**config.mk**
```make
export PLATFORM = sky130hd
export DESIGN_NAME = seg_scan_mux
export DESIGN_NICKNAME = d
export VERILOG_FILES = /design/src/rtl/seg7_pkg.sv /design/src/rtl/seg7_hex_decode.sv /design/src/rtl/seg_scan_mux.sv
export SDC_FILE = /design/constraint.sdc
export NUM_CORES = 1
export LEC_CHECK = 0
export CAP_MARGIN = 20
export CORE_MARGIN = 3
export CORE_UTILIZATION = 50
export CTS_BUF_LIST = sky130_fd_sc_hd__clkbuf_2 sky130_fd_sc_hd__clkbuf_4 sky130_fd_sc_hd__clkbuf_8
export DETAILED_ROUTE_END_ITERATION = 8
export PLACE_DENSITY = 0.73
export SLEW_MARGIN = 0
export SYNTH_ARGS = -nofsm -noshare
export SYNTH_HDL_FRONTEND = slang
export SYNTH_SLANG_ARGS = --single-unit
```
**constraint.sdc**
```tcl
create_clock -name clk -period 9.75 [get_ports clk]
set_clock_uncertainty 0.15 [all_clocks]
set_input_delay 1.95 -clock clk [delete_from_list [all_inputs] [get_ports clk]]
set_output_delay 1.95 -clock clk [all_outputs]
set_load 0.1 [all_outputs]
```
**src/rtl/seg7_pkg.sv**
```systemverilog
// Shared seven-segment definitions: the blank pattern, the 0-F glyphs and the
// nibble-to-glyph function. Patterns are active-low with bit 0 = segment a.
package seg7_pkg;

    localparam logic [6:0] SEG_OFF = 7'h7F;

    localparam logic [6:0] GLYPH_0 = 7'b1000000;
    localparam logic [6:0] GLYPH_1 = 7'b1111001;
    localparam logic [6:0] GLYPH_2 = 7'b0100100;
    localparam logic [6:0] GLYPH_3 = 7'b0110000;
    localparam logic [6:0] GLYPH_4 = 7'b0011001;
    localparam logic [6:0] GLYPH_5 = 7'b0010010;
    localparam logic [6:0] GLYPH_6 = 7'b0000010;
    localparam logic [6:0] GLYPH_7 = 7'b1111000;
    localparam logic [6:0] GLYPH_8 = 7'b0000000;
    localparam logic [6:0] GLYPH_9 = 7'b0010000;
    localparam logic [6:0] GLYPH_A = 7'b0001000;
    localparam logic [6:0] GLYPH_B = 7'b0000011;
    localparam logic [6:0] GLYPH_C = 7'b1000110;
    localparam logic [6:0] GLYPH_D = 7'b0100001;
    localparam logic [6:0] GLYPH_E = 7'b0000110;
    localparam logic [6:0] GLYPH_F = 7'b0001110;

    function automatic logic [6:0] hex_to_seg(input logic [3:0] nibble);
        logic [6:0] pattern;
        case (nibble)
            4'h0:    pattern = GLYPH_0;
            4'h1:    pattern = GLYPH_1;
            4'h2:    pattern = GLYPH_2;
            4'h3:    pattern = GLYPH_3;
            4'h4:    pattern = GLYPH_4;
            4'h5:    pattern = GLYPH_5;
            4'h6:    pattern = GLYPH_6;
            4'h7:    pattern = GLYPH_7;
            4'h8:    pattern = GLYPH_8;
            4'h9:    pattern = GLYPH_9;
            4'hA:    pattern = GLYPH_A;
            4'hB:    pattern = GLYPH_B;
            4'hC:    pattern = GLYPH_C;
            4'hD:    pattern = GLYPH_D;
            4'hE:    pattern = GLYPH_E;
            4'hF:    pattern = GLYPH_F;
            default: pattern = SEG_OFF;
        endcase
        return pattern;
    endfunction

endpackage

```
**src/rtl/seg7_hex_decode.sv**
```systemverilog
// Combinational hex-to-seven-segment decoder; the blank pattern covers any
// unknown nibble so the segment bus never carries X.
module seg7_hex_decode
    import seg7_pkg::*;
(
    input  logic [3:0] nibble,
    output logic [6:0] seg
);

    // Glyph lookup
    always_comb begin
        seg = hex_to_seg(nibble);
    end

endmodule

```
**src/rtl/seg_scan_mux.sv**
```systemverilog
// Time-multiplexed common-anode seven-segment scanner with per-frame input
// snapshot, guard blanking between digits, blanking, dp and zero suppression.
module seg_scan_mux
    import seg7_pkg::*;
#(
    parameter int NUM_DIGITS = 8,
    parameter int CLK_DIV    = 100000,
    parameter int GUARD_CYC  = 4
) (
    input  logic                      clk,
    input  logic                      rst_n,
    input  logic                      en,
    input  logic                      lz_en,
    input  logic [4*NUM_DIGITS-1:0]   digits,
    input  logic [NUM_DIGITS-1:0]     dp,
    input  logic [NUM_DIGITS-1:0]     blank,
    output logic [NUM_DIGITS-1:0]     sel,
    output logic [6:0]                seg,
    output logic                      dp_n,
    output logic                      frame_start
);

    localparam int PW = $clog2(CLK_DIV);
    localparam int IW = $clog2(NUM_DIGITS);
    localparam int GW = (GUARD_CYC > 0) ? $clog2(GUARD_CYC + 1) : 1;

    localparam logic [PW-1:0]         PRESC_LAST = PW'(CLK_DIV - 1);
    localparam logic [IW-1:0]         IDX_LAST   = IW'(NUM_DIGITS - 1);
    localparam logic [GW-1:0]         GUARD_LOAD = GW'(GUARD_CYC);
    localparam logic [GW-1:0]         GUARD_ONE  = GW'(1);
    localparam logic [NUM_DIGITS-1:0] SEL_OFF    = {NUM_DIGITS{1'b1}};
    localparam bit                    NO_GUARD   = (GUARD_CYC == 0);

    logic [PW-1:0]           presc_r;
    logic [IW-1:0]           idx_r;
    logic [GW-1:0]           guard_r;
    logic                    en_q_r;
    logic [4*NUM_DIGITS-1:0] snap_digits_r;
    logic [NUM_DIGITS-1:0]   snap_dp_r;
    logic [NUM_DIGITS-1:0]   snap_blank_r;
    logic                    snap_lz_r;
    logic [NUM_DIGITS-1:0]   sel_r;
    logic [6:0]              seg_r;
    logic                    dp_n_r;
    logic                    frame_start_r;

    logic                    tick_s;
    logic                    wrap_s;
    logic [IW-1:0]           idx_next_s;
    logic [IW-1:0]           disp_idx_s;
    logic [4*NUM_DIGITS-1:0] src_digits_s;
    logic [NUM_DIGITS-1:0]   src_dp_s;
    logic [NUM_DIGITS-1:0]   src_blank_s;
    logic                    src_lz_s;
    logic [3:0]              nibble_s;
    logic [6:0]              glyph_s;
    logic                    upper_nonzero_s;
    logic                    suppress_s;
    logic [NUM_DIGITS-1:0]   sel_digit_s;
    logic [6:0]              seg_digit_s;
    logic                    dp_n_digit_s;
    logic                    dark_s;
    logic                    load_s;

    // Slot tick, frame wrap and next digit index
    always_comb begin
        tick_s = en && (presc_r == PRESC_LAST);
        wrap_s = tick_s && (idx_r == IDX_LAST);
        if (idx_r == IDX_LAST) begin
            idx_next_s = '0;
        end else begin
            idx_next_s = idx_r + IW'(1);
        end
    end

    // On the wrap tick the incoming inputs feed digit 0 directly, so a
    // guard-less slot 0 already shows the fresh snapshot.
    always_comb begin
        if (tick_s) begin
            disp_idx_s = idx_next_s;
        end else begin
            disp_idx_s = idx_r;
        end
        if (wrap_s) begin
            src_digits_s = digits;
            src_dp_s     = dp;
            src_blank_s  = blank;
            src_lz_s     = lz_en;
        end else begin
            src_digits_s = snap_digits_r;
            src_dp_s     = snap_dp_r;
            src_blank_s  = snap_blank_r;
            src_lz_s     = snap_lz_r;
        end
        nibble_s = src_digits_s[4*disp_idx_s +: 4];
    end

    seg7_hex_decode u_decode (
        .nibble (nibble_s),
        .seg    (glyph_s)
    );

    // Leading-zero test: the shown digit and everything above it are zero
    always_comb begin
        upper_nonzero_s = 1'b0;
        for (int j = 0; j < NUM_DIGITS; j++) begin
            if ((IW'(j) >= disp_idx_s) && (src_digits_s[4*j +: 4] != 4'h0)) begin
                upper_nonzero_s = 1'b1;
            end else begin
                upper_nonzero_s = upper_nonzero_s;
            end
        end
        suppress_s = src_lz_s && (disp_idx_s != '0) && !upper_nonzero_s;
    end

    // Lit pattern for the displayed digit
    always_comb begin
        for (int i = 0; i < NUM_DIGITS; i++) begin
            sel_digit_s[i] = (IW'(i) != disp_idx_s);
        end
        if (src_blank_s[disp_idx_s]) begin
            seg_digit_s  = SEG_OFF;
            dp_n_digit_s = 1'b1;
        end else if (suppress_s) begin
            seg_digit_s  = SEG_OFF;
            dp_n_digit_s = ~src_dp_s[disp_idx_s];
        end else begin
            seg_digit_s  = glyph_s;
            dp_n_digit_s = ~src_dp_s[disp_idx_s];
        end
    end

    // Dark on disable or at a guarded slot start; otherwise drive the digit
    // once the guard has run out, or at once when resuming from a disable.
    always_comb begin
        dark_s = !en || (tick_s && !NO_GUARD);
        load_s = (tick_s && NO_GUARD) ||
                 (en && !tick_s && ((guard_r <= GUARD_ONE) || !en_q_r));
    end

    // Prescaler and digit index
    always_ff @(posedge clk or negedge rst_n) begin
        if (!rst_n) begin
            presc_r <= '0;
            idx_r   <= '0;
        end else if (tick_s) begin
            presc_r <= '0;
            idx_r   <= idx_next_s;
        end else if (en) begin
            presc_r <= presc_r + PW'(1);
            idx_r   <= idx_r;
        end else begin
            presc_r <= presc_r;
            idx_r   <= idx_r;
        end
    end

    // Guard countdown and enable history
    always_ff @(posedge clk or negedge rst_n) begin
        if (!rst_n) begin
            guard_r <= '0;
            en_q_r  <= 1'b0;
        end else begin
            en_q_r <= en;
            if (tick_s && !NO_GUARD) begin
                guard_r <= GUARD_LOAD;
            end else if (en && !en_q_r) begin
                guard_r <= '0;
            end else if (en && (guard_r != '0)) begin
                guard_r <= guard_r - GW'(1);
            end else begin
                guard_r <= guard_r;
            end
        end
    end

    // Frame snapshot and frame_start pulse
    always_ff @(posedge clk or negedge rst_n) begin
        if (!rst_n) begin
            snap_digits_r <= '0;
            snap_dp_r     <= '0;
            snap_blank_r  <= '0;
            snap_lz_r     <= 1'b0;
            frame_start_r <= 1'b0;
        end else begin
            frame_start_r <= wrap_s;
            if (wrap_s) begin
                snap_digits_r <= digits;
                snap_dp_r     <= dp;
                snap_blank_r  <= blank;
                snap_lz_r     <= lz_en;
            end else begin
                snap_digits_r <= snap_digits_r;
                snap_dp_r     <= snap_dp_r;
                snap_blank_r  <= snap_blank_r;
                snap_lz_r     <= snap_lz_r;
            end
        end
    end

    // Display output registers
    always_ff @(posedge clk or negedge rst_n) begin
        if (!rst_n) begin
            sel_r  <= SEL_OFF;
            seg_r  <= SEG_OFF;
            dp_n_r <= 1'b1;
        end else if (dark_s) begin
            sel_r  <= SEL_OFF;
            seg_r  <= SEG_OFF;
            dp_n_r <= 1'b1;
        end else if (load_s) begin
            sel_r  <= sel_digit_s;
            seg_r  <= seg_digit_s;
            dp_n_r <= dp_n_digit_s;
        end else begin
            sel_r  <= sel_r;
            seg_r  <= seg_r;
            dp_n_r <= dp_n_r;
        end
    end

    assign sel         = sel_r;
    assign seg         = seg_r;
    assign dp_n        = dp_n_r;
    assign frame_start = frame_start_r;

endmodule

```
* Word level (Yosys, flattened, before mapping) *
Memory sizes are Yosys's and may differ from the RTL's.
Cells that the tools add are included.

storage, ports and cells
  input port bits = 52
  memories kept = 1
  register bits = 90
  ROM bits = 112

memories
  name              words  bits a word  read ports  clocked after memory_dff  write ports  line            source
  (name not given)  16     7            1           0                         0            seg7_pkg.sv:26  case (nibble)

cells by class
  $lt $le $gt $ge = 10
  bitwise logic cells = 1
  mux-type cells = 32
  add/sub/neg operators = 3
  reductions and logical operators = 35
  equal/unequal tests = 9
  shift operators = 1

operators by type and width
  operator                                                                          number
  17-bit two-way mux                                                                2
  32-bit two-way mux                                                                1
  8-bit two-way mux                                                                 4
  4-bit nonzero test                                                                8
  32-bit by 6-bit indexed part select with 4-bit output                             1
  7-bit two-way mux                                                                 4
  17-bit by 1-bit adder with 17-bit output, second input constant                   1
  17-bit equality test, second input constant                                       1
  1-bit logical AND                                                                 16
  3-bit two-way mux                                                                 5
  1-bit two-way mux                                                                 14
  3-bit >= comparator, first input constant                                         4
  3-bit != test, first input constant                                               4
  3-bit nonzero test                                                                3
  1-bit binary-select mux with 3-bit select                                         2
  1-bit by 3-bit >= comparator with 1-bit output, first input constant              2
  2-bit by 3-bit >= comparator with 1-bit output, first input constant              2
  2-bit by 3-bit != test with 1-bit output, first input constant                    2
  1-bit zero test                                                                   4
  3-bit by 4-bit less-than comparator with 1-bit output, second input constant      1
  2-bit nonzero test                                                                2
  3-bit by 1-bit adder with 3-bit output, second input constant                     1
  3-bit equality test, second input constant                                        1
  3-bit by 1-bit less-or-equal comparator with 1-bit output, second input constant  1
  4 further kinds                                                                   5

* Longest topological paths before layout *
Gate-level depths: netlist (run 1).

  word-level depth = 20
  mapped depth = 16
  mapped depth without buffers = 14

* Modules after synthesis *
From an unflattened synthesis (run 1), not the netlist that was laid out.

unflattened totals
  cell total of the unflattened synthesis = 529
  area, all modules = 4,993.5 um^2

modules (own cells, without submodules)
  module           area each (um^2)  cells each  instances
  seg_scan_mux     4,718.3           497         1
  seg7_hex_decode  275.3             32          1

* Worst setup path before layout (run 1) *
OpenSTA, ideal clock, no wires.

  path kind = input to register
  from = input port en
  to = register seg_r[3] (netlist: seg[3])
  setup slack = 5.138 ns
  arrival = 4.383 ns
  library setup time = 0.080 ns
  cell stages on the path = 13
  path buffers = 2
  cell sequence = and3_1 clkbuf_1 clkbuf_1 nand3_1 o21ai_2 nand2_1 o211ai_1 inv_1 ha_1 inv_1 mux2i_1 mux2_2 o22a_1

RTL lines
  item                                            line                 source
  from (decl)                                     seg_scan_mux.sv:12   input logic en,
  1-bit logical AND *                             seg_scan_mux.sv:67   tick_s = en && (presc_r == PRESC_LAST);
  3-bit two-way mux *                             n/a
  net disp_idx_s[1]                               seg_scan_mux.sv:50   logic [IW-1:0] disp_idx_s;
  1-bit by 3-bit >= comparator with 1-bit output  seg_scan_mux.sv:107  if ((IW'(j) >= disp_idx_s) && (src_digits_s[4*j +: 4] != 4'h0)) begin
  1-bit logical AND                               seg_scan_mux.sv:107
  1-bit two-way mux (8 in series)                 seg_scan_mux.sv:107
  1-bit zero test                                 seg_scan_mux.sv:113  suppress_s = src_lz_s && (disp_idx_s != '0) && !upper_nonzero_s;
  1-bit logical AND                               seg_scan_mux.sv:113
  7-bit two-way mux                               seg_scan_mux.sv:124  end else if (suppress_s) begin
  7-bit two-way mux *                             seg_scan_mux.sv:121  if (src_blank_s[disp_idx_s]) begin
  7-bit two-way mux *                             seg_scan_mux.sv:211  end else if (load_s) begin
  7-bit two-way mux *                             seg_scan_mux.sv:207  end else if (dark_s) begin
  to (signal assigned)                            seg_scan_mux.sv:213  seg_r <= seg_digit_s;
  to (signal assigned)                            seg_scan_mux.sv:217  seg_r <= seg_r;
  to (decl)                                       seg_scan_mux.sv:43   logic [6:0] seg_r;

The timed path passes the listed nets; every way through them passes the cells marked *. The select of a mux whose other input is x is not followed.
A chain may end at the register's enable or synchronous reset.

* Worst setup path after layout (run 1) *
  from = input port en
  to = register seg_r[3] (netlist: seg[3])

RTL lines
  item                                                        line                 source
  1-bit logical AND *                                         seg_scan_mux.sv:67
  1-bit logical AND *                                         seg_scan_mux.sv:68   wrap_s = tick_s && (idx_r == IDX_LAST);
  32-bit two-way mux *                                        n/a
  net src_digits_s[8]                                         seg_scan_mux.sv:51   logic [4*NUM_DIGITS-1:0] src_digits_s;
  branches (longest 10 deep; another with memory 16 x 7 bit)  n/a
  7-bit two-way mux *                                         seg_scan_mux.sv:124
  7-bit two-way mux *                                         seg_scan_mux.sv:121
  7-bit two-way mux *                                         seg_scan_mux.sv:211
  7-bit two-way mux *                                         seg_scan_mux.sv:207

Mark *: on every way through the listed nets, which the timed path passes. The select of a mux whose other input is x is not followed.

==> results of run 1 <==
==> layer usage <==
layer / up-vias / part of all wire [%]
met1: 2214 / 44
met2: 184 / 46
li1: 2125 / -
met5: - / 0
met3: 26 / 6.8
met4: 0 / 2.5
==> state kept, by name (all words and copies together) (netlist names) <==
signal / count
snap_dp_r: 8
snap_lz_r: 1
dp_n: 1
en_q_r: 1
frame_start: 1
snap_digits_r: 32
seg: 7
sel: 8
guard_r: 3
presc_r: 17
snap_blank_r: 8
idx_r: 3
==> cells in the mapped netlist (all sizes together) (3+ instances only) <==
cell | instances | area share [%]
a21oi | 14 | 1.4
a22o | 3 | 0.49
and2 | 3 | 0.40
and3 | 6 | 0.70
buf | 10 | 1.5
clkbuf | 23 | 1.6
dfrtp | 74 | 35
dfstp | 16 | 7.8
ha | 11 | 2.6
inv | 15 | 1.1
mux2 | 19 | 4.1
mux2i | 27 | 5.3
mux4 | 8 | 3.4
nand2 | 159 | 11
nand2b | 3 | 0.35
nand3 | 18 | 2.0
nand4 | 8 | 0.93
nor2 | 24 | 1.9
nor3 | 9 | 1.0
nor4 | 7 | 1.4
o211ai | 12 | 1.8
o21ai | 29 | 2.8
o221ai | 3 | 0.61
o22a | 5 | 0.82
o22ai | 3 | 0.35
or3 | 5 | 0.58
or4 | 8 | 1.2
xnor2 | 7 | 1.1
xor2 | 6 | 0.98
==> kinds of logic (layout without fill, tap and decap cells) <==
kind of cell,Yosys count,count (layout)
compound gates,93,93
flops,90,90
mux,54,54
fa+ha+maj,11,11
buf+inv,48,104
simple gates,263,263
xor+xnor,13,13
==> cell usage in the layout (no fill, tap or decap), types with 3 or more instances in the layout <==
master and count:
or4_1 7, ha_1 11, nor3_1 7, dfstp_2 16
nand3_1 16, a21oi_1 13, clkbuf_8 10, mux2_2 18
nor4_1 5, buf_4 6, mux4_2 8, o21ai_1 3
clkdlybuf4s50_1 67, mux2i_1 26, o22ai_1 3, o22a_1 5
nand4_1 8, xor2_1 6, nand2_1 159, dfrtp_1 74
o211ai_1 11, and3_1 6, nor2_1 22, a22o_1 3
xnor2_1 7, o21ai_0 24, inv_1 14, or3_1 5
nand2b_1 3
==> worst min-delay path, cell delays in order (launching register included) <==
cell and delay (ps):
dfrtp_1 330, nand2_1 40, nand2_1 70
==> worst max path at each step <==
| stage | startpoint | slack (ps) | depth (start not counted) | endpoint |
|---|---|---|---|---|
| 5_1_grt | en | 3490 | 11 | seg[3]$_DFFE_PN1P_ |
| 2_1_floorplan | en | 5140 | 13 | seg[3]$_DFFE_PN1P_ |
| 3_3_place_gp | en | 3510 | 11 | seg[3]$_DFFE_PN1P_ |
| 6_report | en | 3760 | 11 | seg[3]$_DFFE_PN1P_ |
| 3_5_place_dp | en | 3390 | 11 | seg[3]$_DFFE_PN1P_ |
| 4_1_cts | en | 3790 | 11 | seg[3]$_DFFE_PN1P_ |
==> stage by stage <==
step | hold WS (ps) | setup WS (ps) | std cells | power (uW) | utilization [%]
6_report | 323.3 | 3765 | 764 | 785.8 | 60.99
5_1_grt | 344.8 | 3491 | 764 | 820.8 | 60.99
4_1_cts | 328.0 | 3793 | 764 | 794.2 | 60.99
3_5_place_dp | 305.1 | 3386 | 748 | 496.4 | 58.74
3_3_place_gp | 302.3 | 3508 | 748 | 493.4 | 58.74
2_1_floorplan | 280.5 | 5138 | 572 | 452.8 | -
==> where the power goes <==
group          switching [uW]  internal, uW  total [uW]
Sequential               15.2           389         404
Combinational            47.4          38.2        85.6
Clock                     142           155         296
==> area by class of cell <==
cell class	count	area [sq um]
clock buffer	10	137.6
fill	903	4045
inverter	15	58.81
timing repair buffer	73	715.7
clock inverter	6	96.34
sequential	90	2272
multi-input combinational	434	2874
tap	136	170.2
==> run metrics, run 1 <==
Lkg Pwr=0.002935 uW; XOR/XNOR Fraction of Synth Area=between 2 and 2.5%; CP max FO=49; post-synthesis adder-cell area fraction=2.565%; register area share after synthesis=a little over two fifths; WS Path Type=in2reg; WHS Path Cells=2; total gr overflow=0; CP most frequent cell=mux2_2; clock-pin slew on the worst setup and hold paths=100 ps; worst r2r src=presc_r[8]$_DFFE_PN0P_; row cnt=37; RePlAce Congestion=0.9051; power per cell area=124.2 mW/mm^2; WP buf/inv=2; Post-Route WL=about 14000 um; mux cell area share after synthesis=approximately an eighth; GR Util met1=32.83%; Synth Area in Simple Gates=approximately a quarter; CTS root buf=clkbuf_8; post-synthesis async set-or-reset flop share=100.0%; Post-Layout Inst Area=0.006325 sq mm; Mapped Cells=approximately 570; Bufs on Longest Clock Path=2; Pre-Repair DR Iteration Count=5; Routed WL per cell=around 18 um; Compound-Gate Fraction of Synth Area=between 10% and 20%; global-route wire length before repair=approximately 22000 um; Post-synth EDFFs=0; H-tree depth=3; reg2reg end=seg[3]$_DFFE_PN1P_; Critical Path RT=just under 10000 ps; Worst-Margin Slew=~980 ps; largest family of logic cells by synthesized area=simple AND/OR/NAND/NOR gates; CTS sink cnt=90; CP startpoint kind=input pin; DIE WIDTH=~110 um; vias per cell=about 6.0; met3 Usage GRT=5.167%; setup violators final=0; VDD IR max=~0.073 mV; core area=slightly above 0.01 sq mm; layout cells sized above 1=between 10% and 20%; syn_area_per_cell=between 9 and 10 sq um; Hold Path Sink=snap_dp_r[6]$_DFF_PN0_; period utilisation layout=between 60% and 70%; largest net degree at the start of global routing=50; Netlist Area Pre-Place=0.005366 sq mm; Slew headroom=between 30% and 40%; GRT Max-Usage Layer=met2; CP Cell Sequence=clkdlybuf4s50_1, and3_1, nand3_4, mux2_4, o2111a_1, a211oi_4, inv_1, ha_1, mux2_2, mux2_2, o22a_1; initial antenna violation count=0; Port Buffers=68; CTS tree=done; sum of negative setup slack=0 ps; # IOs=69; Max Cap Viol=0; post-CTS setup buffer count=0; vias in the first global route=approximately 4500; critical path's slowest cell=clkdlybuf4s50_1; Hold WC Path Type=reg2reg; CP max stage delay=between 700 and 800 ps; antenna cell count=0; M2 GR Usage=between 30% and 40%; placed instance area=0.006091 sq mm; R2R setup slack=a little over 5000 ps; run status=complete, no violations; Yosys warning count=0; Vert. Die Dim=109.6 um; dpl hpwl=~10000 um; net count after synthesis=635; worst r2r path cells=11; hold-fix buffers at CTS=0; nets=between 600 and 700; HP Start=snap_dp_r[6]$_DFF_PN0_; FMAX=~170 MHz; RSZ-0062 raised after global routing=false; predominant post-synthesis flop cell=dfrtp_1; CP Data Arrival Time=6140 ps; Synth Register Bits=90; TritonCTS Buffers=9; number of remaining DRC errors=0; Initial Utilization=around 52%; die area=approximately 0.012 sq mm; post-cts sizing count=0; Yosys cell types=76; Antenna Nets Post-Route=0; final hold vios=0; Area growth syn-to-layout=17.86%; CP endpoint kind=register; worst skew pair latency=around 360 ps; total number of vias=between 4000 and 5000; GRT Util Overall=between 20% and 30%; max-slew violations=0; Final min period=5986 ps; Iter 0 DRT Violations=approximately 350; delay-heaviest family, CP=simple AND/OR/NAND/NOR gates
Power figures use the tool's default switching activity.
==> run 2: changes to the inputs <==
==> constraint.sdc (replaced) <==
create_clock -name clk -period 6.2 [get_ports clk]
set_clock_uncertainty 0.15 [all_clocks]
set_input_delay 1.24 -clock clk [delete_from_list [all_inputs] [get_ports clk]]
set_output_delay 1.24 -clock clk [all_outputs]
set_load 0.1 [all_outputs]
==> run 2 against run 1 <==
Against the previous run: design area decreased by 0.40%; sequential power grew 57%; combinational power up 60%; global-route usage increased by 1.0 points; flip-flop and latch count unchanged; via count shrank 0.68%; total power rose by 47%; sequential share of layout area up 0.14 points; critical path type unchanged; largest cell class unchanged; largest power group unchanged.
==> run metrics, run 2 (synthesis results as in run 1) <==
RSZ-0062 raised after global routing=false; commonest non-fill, non-tap cell in the layout=nand2_1; metal3 WL=963 um (+2.0%); Inst Count DP=751 (+0.40%); Highest Signal Layer=met4; Pwr Total=1156 uW (+47%); hold-fix buffers at CTS=0 (unchanged); CTS sink cnt=90 (unchanged); max-slew violations=0 (unchanged); Biggest register=snap_digits_r; fin worst setup slack=1499 ps (-2265 ps); Antenna Nets Post-Route=0 (unchanged); row cnt=37 (unchanged); TritonCTS Buffers=9 (unchanged); CP max stage delay=730 ps (about the same); H-tree depth=3 (unchanged); Port Buffers=68 (unchanged); Vert. Die Dim=109.6 um (unchanged); number of remaining DRC errors=0 (unchanged); Routed met1 length=6283 um (+2.1%); Worst-Margin Slew=988.7 ps (+4.078 ps); Initial Utilization=51.75% (unchanged); setup violators final=0 (unchanged); dpl ws=1164 ps (-2222 ps); period utilisation layout=75.82%; nets=689 (+0.44%); largest net degree at the start of global routing=49 (-2.0%); CTS root buf=clkbuf_8; die area=0.01201 sq mm (unchanged); Area growth syn-to-layout=17.39%; CTS tree=done; post-cts sizing count=0 (unchanged); WL met2=6635 um (+3.5%); Non-Filler Instances=767 (+0.39%); DIE WIDTH=109.6 um (unchanged); CP most frequent cell=mux2_2; layout cells sized above 1=14.58% (+0.41 points); Post-Route WL=14280 um (+3.0%); CP endpoint kind=register; final hold vios=0 (unchanged); total gr overflow=0 (unchanged); critical path's slowest cell=clkdlybuf4s50_1; antenna cell count=0 (unchanged); Critical Path RT=6350 ps (-3550 ps); Lkg Pwr=0.002932 uW (-0.10%); WHS=324.4 ps (+1.057 ps); Iter 0 DRT Violations=366 (+4.9%); vias per cell=5.890 (-1.1%); sum of negative setup slack=0 ps (unchanged); WS Path Type=in2reg; CP Cell Sequence=clkdlybuf4s50_1, nand3_1, nor2_4, o21ai_2, o2111a_1, a211oi_4, inv_1, ha_1, mux2_2, mux2_2, o22a_1; Slew headroom=33.88% (-0.27 points); CP max FO=15 (-69%); most frequent cells in the layout=nand2_1, dfrtp_1, clkdlybuf4s50_1; worst skew pair latency=380 ps (+20 ps); VDD IR max=0.1057 mV (+44%); Pre-Repair DR Iteration Count=5 (unchanged); Max Cap Viol=0 (unchanged); global-route wire length before repair=22760 um (+1.5%); post-CTS setup buffer count=0 (unchanged); GRT Util Overall=24.76% (+1.0 points); vias in the first global route=4415 (-1.3%); run status=complete, no violations; Bufs on Longest Clock Path=2 (unchanged); Hold WC Path Type=reg2reg; WP buf/inv=2 (unchanged); core area=0.01037 sq mm (unchanged); top flop regs=snap_digits_r: 32 flops, presc_r: 17 flops; total number of vias=4518 (-0.68%); CP startpoint kind=input pin; delay-heaviest family, CP=compound AO/OA/AOI/OAI gates; Final min period=about 4700 ps; RePlAce Congestion=0.9701 (+7.2%); Routed WL per cell=18.61 um (+2.6%); power per cell area=183.4 mW/mm^2 (+48%); CP Data Arrival Time=4860 ps (-1280 ps); FMAX=between 200 and 250 MHz; number of flip-flops in the largest register=32 (unchanged); # IOs=69 (unchanged); dpl hpwl=10510 um (+4.7%); clock-pin slew on the worst setup and hold paths=80 ps (-20 ps); initial antenna violation count=0 (unchanged)
## run 2: cell types whose count changed in the layout (fill, tap and decap cells not counted), sizes merged
cell	before	now
inv	17	15
clkbuf	10	14
buf	6	9
bufinv	2	0
## run 2: power by group
group	internal (uW)	total (uW)	leakage [uW]	switching (uW)
Clock	181	383	0.0000969	203
Combinational	61.3	137	0.00166	75.4
Sequential	611	636	0.00118	24.5
## run 2: worst reg2reg max path, cell delays in order (launching register included)
cell and delay [ps]:
dfrtp_1 420, or4_4 570, or4_1 880, nor2_4 390, o21ai_2 240, o2111a_1 240
a211oi_4 360, inv_1 120, ha_1 250, mux2_2 270, mux2_2 260, o22a_1 170
## run 2: worst paths after layout
path | startpoint | end | slack (ps) | depth (start not counted)
worst max register to register | presc_r[8]$_DFFE_PN0P_ | seg[3]$_DFFE_PN1P_ | 1820 | 11
worst max-delay path | en | seg[3]$_DFFE_PN1P_ | 1500 | 11
max in group asynchronous | rst_n | presc_r[6]$_DFFE_PN0P_ | 4160 | 2
min in group asynchronous | rst_n | snap_dp_r[2]$_DFF_PN0_ | 720 | 1
worst min register to register | snap_blank_r[3]$_DFF_PN0_ | snap_blank_r[3]$_DFF_PN0_ | 320 | 2
worst min-delay path | snap_blank_r[3]$_DFF_PN0_ | snap_blank_r[3]$_DFF_PN0_ | 320 | 2
## run 2: routing by layer
layer | track usage [%] | up-vias
met5 | 0 | -
met4 | 9.706 | 0
met3 | 4.874 | 30
met2 | 38.71 | 168
met1 | 33.97 | 2177
li1 | - | 2143
## run 2: layout make-up
cell class	instances	area, sq um
repair buffers	76	738.2
flip-flops and latches	90	2272
clock buffers	14	173.9
multi-input cells	434	2874
fillers	911	4070
clock inverters	2	12.51
well taps	136	170.2
inverters	15	58.81
## run 2: through the flow
| step | cell area, sq um | utilization [%] |
|---|---|---|
| CTS | 6300 | 60.75 |
| global placement | 6113 | 58.95 |
| floorplan | 5366 | - |
| global route | 6300 | 60.75 |
| finish | 6300 | 60.75 |
| detailed placement | 6113 | 58.95 |
